--- src/rtl/qam_demodulator_pkg.sv ---
`default_nettype none
// ============================================================================
//  Module      : qam_demodulator_pkg
//  Description : Constants and types shared by the QAM modulator and
//                demodulator paths: default symbol length, accumulator
//                width, sample/product widths, the bit positions of the
//                sine/cosine signs inside a 2-bit symbol, and the
//                demodulator state encoding.
//  Revision    : 1.0 - initial release
// ============================================================================
package qam_demodulator_pkg;

    localparam int SPS_DEF   = 16;   // samples per symbol
    localparam int ACC_W_DEF = 40;   // 32-bit product + log2(256) growth
    localparam int SAMPLE_W  = 16;   // sample / reference width
    localparam int PROD_W    = 32;   // full signed 16x16 product width

    // Bit positions inside sym_out / elojel_sin_cos (1 = negative)
    localparam int SIN_BIT   = 1;
    localparam int COS_BIT   = 0;

    typedef enum logic [0:0] {
        ST_HUNT  = 1'b0,             // waiting for the first sym_sync
        ST_TRACK = 1'b1              // symbol-locked, accumulating
    } dmd_state_e;

endpackage : qam_demodulator_pkg
`default_nettype wire

--- src/rtl/qam_demodulator_p2s.sv ---
`default_nettype none
// ============================================================================
//  Module      : p2s
//  Description : 2-bit parallel-to-serial stage. A load captures din and
//                emits din[SIN_BIT] in the next cycle, then din[COS_BIT] in
//                the cycle after, with bit_valid high for both.
//  Ports       : clk       - system clock, rising edge
//                rst       - synchronous active-low reset
//                load      - one-cycle load strobe
//                din[1:0]  - symbol to serialize
//                bit_out   - serial data
//                bit_valid - qualifier for bit_out
//  Revision    : 1.0 - initial release
// ============================================================================
module p2s
    import qam_demodulator_pkg::*;
(
    input  logic       clk,
    input  logic       rst,
    input  logic       load,
    input  logic [1:0] din,
    output logic       bit_out,
    output logic       bit_valid
);

    logic bit_out_q;
    logic bit_valid_q;
    logic hold_q;      // second bit waiting to be sent
    logic pend_q;      // hold_q still owes one output cycle

    always_ff @(posedge clk) begin
        if (!rst) begin
            bit_out_q   <= 1'b0;
            bit_valid_q <= 1'b0;
            hold_q      <= 1'b0;
            pend_q      <= 1'b0;
        end else if (load) begin
            bit_out_q   <= din[SIN_BIT];
            bit_valid_q <= 1'b1;
            hold_q      <= din[COS_BIT];
            pend_q      <= 1'b1;
        end else if (pend_q) begin
            bit_out_q   <= hold_q;
            bit_valid_q <= 1'b1;
            pend_q      <= 1'b0;
        end else begin
            bit_valid_q <= 1'b0;
        end
    end

    assign bit_out   = bit_out_q;
    assign bit_valid = bit_valid_q;

endmodule : p2s
`default_nettype wire

--- src/rtl/qam_demodulator.sv ---
`default_nettype none
// ============================================================================
//  Module      : qam_demodulator
//  Description : Coherent QAM (4-point) demodulator. Correlates the received
//                samples with local sine/cosine references over SPS samples,
//                decides the sign of each correlation and serializes the
//                resulting 2-bit symbol.
//  Ports       : clk        - system clock, rising edge
//                rst        - synchronous active-low reset
//                en         - sample strobe
//                sample_in  - received signal (signed)
//                sine_in    - local sine reference (signed)
//                cosine_in  - local cosine reference (signed)
//                sym_sync   - marks this cycle as sample index 0
//                sym_out    - decided signs {sin, cos}, 1 = negative
//                sym_valid  - one-cycle pulse when sym_out updates
//                bit_out    - serialized symbol bits, sine bit first
//                bit_valid  - qualifier for bit_out
//                locked     - high once a sym_sync has been accepted
//  Revision    : 1.0 - initial release
// ============================================================================
module qam_demodulator
    import qam_demodulator_pkg::*;
#(
    parameter int SPS   = SPS_DEF,
    parameter int ACC_W = ACC_W_DEF
) (
    input  logic                clk,
    input  logic                rst,
    input  logic                en,
    input  logic [SAMPLE_W-1:0] sample_in,
    input  logic [SAMPLE_W-1:0] sine_in,
    input  logic [SAMPLE_W-1:0] cosine_in,
    input  logic                sym_sync,
    output logic [1:0]          sym_out,
    output logic                sym_valid,
    output logic                bit_out,
    output logic                bit_valid,
    output logic                locked
);

    localparam int                CNT_W    = $clog2(SPS);
    localparam logic [CNT_W-1:0]  LAST_IDX = CNT_W'(SPS - 1);
    localparam logic [CNT_W-1:0]  CNT_ONE  = CNT_W'(1);

    dmd_state_e                state_q;
    logic [CNT_W-1:0]          cnt_q;
    logic signed [ACC_W-1:0]   sin_acc_q;
    logic signed [ACC_W-1:0]   cos_acc_q;
    logic [1:0]                sym_out_q;
    logic                      sym_valid_q;
    logic                      locked_q;

    logic signed [PROD_W-1:0]  sin_prod_d;
    logic signed [PROD_W-1:0]  cos_prod_d;
    logic signed [ACC_W-1:0]   sin_ext_d;
    logic signed [ACC_W-1:0]   cos_ext_d;
    logic signed [ACC_W-1:0]   sin_sum_d;
    logic signed [ACC_W-1:0]   cos_sum_d;

    // Products and running sums including the current sample; the decision
    // uses these so the last sample of the symbol is counted.
    always_comb begin
        sin_prod_d = $signed(sample_in) * $signed(sine_in);
        cos_prod_d = $signed(sample_in) * $signed(cosine_in);
        sin_ext_d  = {{(ACC_W-PROD_W){sin_prod_d[PROD_W-1]}}, sin_prod_d};
        cos_ext_d  = {{(ACC_W-PROD_W){cos_prod_d[PROD_W-1]}}, cos_prod_d};
        sin_sum_d  = sin_acc_q + sin_ext_d;
        cos_sum_d  = cos_acc_q + cos_ext_d;
    end

    always_ff @(posedge clk) begin
        if (!rst) begin
            state_q     <= ST_HUNT;
            cnt_q       <= '0;
            sin_acc_q   <= '0;
            cos_acc_q   <= '0;
            sym_out_q   <= 2'b00;
            sym_valid_q <= 1'b0;
            locked_q    <= 1'b0;
        end else begin
            sym_valid_q <= 1'b0;
            if (sym_sync) begin
                // Sync always restarts the symbol, even on the last index,
                // so a coinciding boundary never produces a decision.
                state_q  <= ST_TRACK;
                locked_q <= 1'b1;
                if (en) begin
                    sin_acc_q <= sin_ext_d;
                    cos_acc_q <= cos_ext_d;
                    cnt_q     <= CNT_ONE;
                end else begin
                    sin_acc_q <= '0;
                    cos_acc_q <= '0;
                    cnt_q     <= '0;
                end
            end else if (state_q == ST_TRACK && en) begin
                if (cnt_q == LAST_IDX) begin
                    // Zero is decided as positive: only the sign bit matters.
                    sym_out_q[SIN_BIT] <= sin_sum_d[ACC_W-1];
                    sym_out_q[COS_BIT] <= cos_sum_d[ACC_W-1];
                    sym_valid_q        <= 1'b1;
                    sin_acc_q          <= '0;
                    cos_acc_q          <= '0;
                    cnt_q              <= '0;
                end else begin
                    sin_acc_q <= sin_sum_d;
                    cos_acc_q <= cos_sum_d;
                    cnt_q     <= cnt_q + CNT_ONE;
                end
            end
        end
    end

    // SPS >= 4 guarantees the two-cycle shift finishes before the next load.
    p2s u_p2s (
        .clk       (clk),
        .rst       (rst),
        .load      (sym_valid_q),
        .din       (sym_out_q),
        .bit_out   (bit_out),
        .bit_valid (bit_valid)
    );

    assign sym_out   = sym_out_q;
    assign sym_valid = sym_valid_q;
    assign locked    = locked_q;

endmodule : qam_demodulator
`default_nettype wire

--- config.mk ---
export PLATFORM = sky130hd
export DESIGN_NAME = qam_demodulator
export DESIGN_NICKNAME = d
export VERILOG_FILES = /design/src/rtl/qam_demodulator_pkg.sv /design/src/rtl/qam_demodulator_p2s.sv /design/src/rtl/qam_demodulator.sv
export SDC_FILE = /design/constraint.sdc
export NUM_CORES = 2
export LEC_CHECK = 0
export CAP_MARGIN = 25
export CORE_MARGIN = 4
export CORE_UTILIZATION = 65
export CTS_BUF_LIST = sky130_fd_sc_hd__clkbuf_8 sky130_fd_sc_hd__clkbuf_16
export DETAILED_ROUTE_END_ITERATION = 8
export GPL_ROUTABILITY_DRIVEN = 0
export PLACE_DENSITY = 0.83
export SYNTH_ARGS = -nofsm -noshare
export SYNTH_HDL_FRONTEND = slang
export SYNTH_HIERARCHICAL = 1
export SYNTH_SLANG_ARGS = --single-unit
--- constraint.sdc ---
create_clock -name clk -period 17.6 [get_ports clk]
set_input_delay 3.52 -clock clk [delete_from_list [all_inputs] [get_ports clk]]
set_output_delay 3.52 -clock clk [all_outputs]
set_load 0.01 [all_outputs]
After elaboration in Yosys (flattened, before gate mapping)
Index checks and enable logic that the tools add are counted.
{ "classes": {"n_addsub": 3, "multipliers": 2, "eq_ne": 1, "n_mux": 18, "n_bitwise": 3, "n_reduce_logical": 5} }
{ "ops": {"columns": ["operator", "count"], "rows": [
  ["40-bit two-way mux", 8],
  ["40-bit by 32-bit adder with 40-bit output", 2],
  ["16-bit by 16-bit multiplier with 32-bit output", 2],
  ["4-bit two-way mux", 3],
  ["1-bit two-way mux", 7],
  ["4-bit by 1-bit adder with 4-bit output (second input constant)", 1],
  ["4-bit == test (second input constant)", 1],
  ["2-bit nonzero test", 2],
  ["1-bit inverter", 3],
  ["3-bit AND reduction", 1],
  ["3-bit OR reduction", 1],
  ["1-bit logical AND", 1]
]} }
{ "totals": {"ff_bits": 92, "input_bits": 52, "out_inout_bits": 6, "wordCells": 42} }

Longest topological paths before layout
{ "logic_depth": {"depth_word": 5, "mapped_depth": 34, "depth_no_buf": 33} }

Cells and area by module
Netlist, hierarchy kept.
{ "modules_own_cells": {"columns": ["module", "n_inst", "cells_each", "area_each_um2", "seq_area_each_um2"], "rows": [
  ["qam_demodulator", 1, 3153, 27391.3, 1761.7],
  ["p2s", 1, 11, 137.6, 80.1]
]} }

Worst setup path after synthesis
OpenSTA, ideal clock, no wires.
{ "synth_path": {"path_kind": "input to register", "start": "input port sample_in[15]", "end": "register cos_acc_q[39]", "setup_time_ns": 0.130, "arrival_time_ns": 10.783, "t_required_ns": 17.470, "setup_slack_ns": 6.687, "stages": 28, "n_path_buf": 1, "cell_sequence": "clkbuf_1 nand2_1 inv_1 fa_1 fa_1 fa_1 fa_1 fa_1 fa_1 ha_1 a21o_1 a21o_1 a21oi_1 nor2_1 a211oi_1 o21a_2 a21o_2 xor2_2 ha_1 a21o_1 a21o_1 a21oi_1 and3b_1 a21bo_2 or4b_1 nand3_1 xnor2_1 a21oi_1"} }
{ "synth_between": {"elab_chain_len": 5, "word_cells_on_any_way": 6, "classes_between": "add/sub (1); mul (1); mux (4)"} }
{ "synth_rtl": {"columns": ["item", "line_no", "text"], "rows": [
  ["start: declaration", "qam_demodulator.sv:31", "input logic [SAMPLE_W-1:0] sample_in,"],
  ["16-bit by 16-bit multiplier with 32-bit output (*)", "qam_demodulator.sv:65", "cos_prod_d = $signed(sample_in) * $signed(cosine_in);"],
  ["40-bit by 32-bit adder with 40-bit output", "qam_demodulator.sv:69", "cos_sum_d = cos_acc_q + cos_ext_d;"],
  ["40-bit two-way mux", "qam_demodulator.sv:98", "if (cnt_q == LAST_IDX) begin"],
  ["40-bit two-way mux", "qam_demodulator.sv:97", "end else if (state_q == ST_TRACK && en) begin"],
  ["40-bit two-way mux (*)", "qam_demodulator.sv:83", "if (sym_sync) begin"],
  ["end signal: assignment", "qam_demodulator.sv:90", "cos_acc_q <= cos_ext_d;"],
  ["end signal: assignment", "qam_demodulator.sv:108", "cos_acc_q <= cos_sum_d;"],
  ["end: declaration", "qam_demodulator.sv:49", "logic signed [ACC_W-1:0] cos_acc_q;"]
]} }
Every way passes the cells marked *; elsewhere a longest branch is shown, timed or not. The select of a mux whose other input is x is not followed.
A chain may end at the register's enable or synchronous reset.

Final worst setup path
{ "layout_path": {"start": "input port cosine_in[1]", "end": "register cos_acc_q[39]"} }
{ "layout_between": {"elab_chain_len": 5, "word_cells_on_any_way": 6, "classes_between": "add/sub (1); mul (1); mux (4)"} }
{ "layout_rtl": {"columns": ["item", "line_no", "text"], "rows": [
  ["start: declaration", "qam_demodulator.sv:33", "input logic [SAMPLE_W-1:0] cosine_in,"],
  ["16-bit by 16-bit multiplier with 32-bit output (*)", "qam_demodulator.sv:65", null],
  ["40-bit by 32-bit adder with 40-bit output", "qam_demodulator.sv:69", null],
  ["40-bit two-way mux", "qam_demodulator.sv:98", null],
  ["40-bit two-way mux", "qam_demodulator.sv:97", null],
  ["40-bit two-way mux (*)", "qam_demodulator.sv:83", null]
]} }
Marked as above.

==> results.py <==
metrics = {
    "sta": {
        "fin_crit_ps": 12350,
        "rsz0062_at_grt": "false",
        "fin_setup_tns_ps": 0,
        "fin_skew_ps": 10.3,
        "slew_violations": 0,
        "fmax_ghz": 0.0810,
        "setup_viol": 0,
        "post-route-period-util_pct": 70.2,
        "final_hold_viol_count": 0,
        "max_slew.worst_pin.slew_ps": 951,
        "relSlewSlack_pct": 36.6,
    },
    "clock_network": {
        "cts_made_buffers": 9,
        "cts_setup_buffers": 0,
        "cts_buffer_depth": 2,
        "insertion_delay_ps": 370,
        "cts_tree": "built",
        "cts_sinks": 92,
        "htreeDepth": 3,
        "cts_resized": 0,
        "root_buffer": "clkbuf_16",
        "path_clk_slew_ps": 70,
        "cts_hold_buffers": 0,
    },
    "synthesis": {
        "syn_nets": 3993,
        "yosysSeqAreaShare_pct": 6.69,
        "netlist_instances": 3164,
        "synth_top_area_cell": "fa_1",
        "ys_types": 82,
        "synth_most_common_cell": "inv_1",
        "synth_edf_count": 0,
        "syn-cell-area_mm2": 0.0275,
        "ys_ff_latch": 92,
        "synthTopCellsByArea": "fa_1 (38%), ha_1 (11%), inv_1 (8.1%)",
        "ys.flop_type": "dfxtp_1",
        "syn_avg_cell_area_um2": 8.70,
        "async_flop_share_pct": 0,
        "synth_top_area_share_pct": 38.3,
        "yosysWarnings": 6,
        "synthTopCellsByCount": "inv_1 (595), fa_1 (526), nand2_1 (308)",
    },
    "critical_path": {
        "cp.arrival_ps": 12580,
        "crit_path_start_kind": "input pin",
        "cp_max_fo": 16,
        "crit_path_end_kind": "register",
        "cp.required_ps": 17830,
        "critPathKind": "in2reg",
    },
    "routing": {
        "first_iter_violations": 1803,
        "vias_per_cell": 6.06,
        "via_count": 22195,
        "final_antenna_net_count": 0,
        "drc": 0,
        "route.met2.wl_um": 31800,
        "wl_um": 68100,
        "wl_met1_um": 27900,
        "first_pass_iters": 6,
        "wl_per_cell_um": 18.6,
        "highest_layer": "met5",
        "met3_length_um": 6690,
    },
    "place": {
        "io_buffers": 57,
        "dp_hpwl_um": 53400,
        "dpl.cell_count": 3649,
    },
    "cells_and_area": {
        "num_antenna_cells": 0,
        "synthToLayoutAreaGrowth_pct": 4.65,
        "nNetsFinal": 3950,
        "final_core_util_pct": 68.7,
        "drive_gt1_share_pct": 2.05,
        "layoutNonFillerInstCount": 3665,
    },
    "floorplan": {
        "coreArea_mm2": 0.0419,
        "die_h_um": 214,
        "dieArea_mm2": 0.0457,
        "pin_count": 58,
        "start_util_pct": 65.6,
        "fp-row-count": 75,
        "die_w_um": 214,
    },
    "global_route": {
        "grt_pass1_wl_um": 116000,
        "overflow": 0,
        "track_usage_pct": 31.0,
        "grt_pass1_vias": 23580,
        "antenna_found_initial": 2,
        "grt_max_degree": 95,
    },
    "status": {
        "outcome": "complete, no violations",
    },
    "min_path": {
        "worstHoldPathType": "reg2reg",
    },
    "job": {
        "maxCapViolCount": 0,
    },
}
flip-flops by register name, summed over array words and instances, names as in the netlist:
register         count
u_p2s/bit_out        1
sin_acc_q           40
cnt_q                4
u_p2s/bit_valid      1
u_p2s/pend_q         1
u_p2s/hold_q         1
locked               1
sym_out              2
sym_valid            1
cos_acc_q           40
worst max-delay path: stages:
cell             delay (ps)
clkdlybuf4s50_1        1010
nand2_1                 220
inv_1                   180
fa_1                    550
fa_1                    960
fa_1                    540
fa_1                    590
fa_1                    450
fa_1                    470
ha_1                    380
a21o_1                  190
a21o_1                  180
a21oi_1                 150
nor2_1                   60
a211oi_1                210
o21a_2                  200
a21o_2                  180
xor2_2                  510
ha_1                    380
a21o_1                  160
a21o_1                  110
a21oi_1                  70
and3b_1                 170
a21bo_2                 230
or4b_1                  500
nand3_1                 110
xnor2_1                 170
a21oi_1                 110
layer usage:
metal,track usage [%],vias up
met1,43.0,11048
met4,9.76,2
met3,6.54,157
met5,0,-
li1,-,9963
met2,49.7,1025
logic make-up after synthesis:
kind of cell,after synthesis,share of synthesized area [%]
AND/OR/NAND/NOR,881,15.9
adder cells (fa/ha/maj),777,49.7
buffers and inverters,725,9.89
AO/OA/AOI/OAI,556,13.6
XOR/XNOR,130,4.16
flip-flops,92,6.69
multiplexers,3,0.114
cell type report:
cell class              count  area (µm²)
clock buffers              10         239
clock inverters             6         109
fillers                  3199       13100
inverters                 595        2230
multi-input cells        2347       23000
flip-flops and latches     92        1840
well taps                 539         674
repair buffers             76         718
stage by stage:
stage	hold WS, ps	area [µm²]	setup WS (ps)
4_1_cts	473	28800	5430
3_5_place_dp	456	28500	5080
3_3_place_gp	450	28400	5050
5_1_grt	506	28800	4890
6_report	466	28800	5250
2_1_floorplan	438	27500	6690
placed cells by master, fill, tap and decap left out, drive strengths merged, types with 12 or more instances in the layout:
| cell type | count |
|---|---|
| inv | 596 |
| fa | 526 |
| nand2 | 308 |
| and2 | 259 |
| ha | 251 |
| nor2 | 141 |
| a21oi | 137 |
| o21ai | 122 |
| xnor2 | 92 |
| dfxtp | 92 |
| a21o | 59 |
| clkdlybuf4s50 | 54 |
| a221oi | 42 |
| xor2 | 38 |
| o21a | 31 |
| nand3 | 30 |
| nor3 | 30 |
| nand2b | 26 |
| nor3b | 23 |
| a211oi | 22 |
| buf | 22 |
| a31oi | 18 |
| o21bai | 15 |
| nor2b | 14 |
| o211a | 13 |
| nand4 | 12 |
worst paths after layout:
check,cells past startpoint,startpoint,slack [ps],endpoint
worst max-delay path,28,cosine_in[1],5250,cos_acc_q[39]
worst min-delay path,1,u_p2s/pend_q,470,u_p2s/bit_valid
worst max register to register,13,sin_acc_q[0],14260,sin_acc_q[38]
worst min register to register,1,u_p2s/pend_q,470,u_p2s/bit_valid
Power is left out: the tool's default activity adds up to more than one toggle a clock period on the data nets, which glitch-free logic cannot reach.
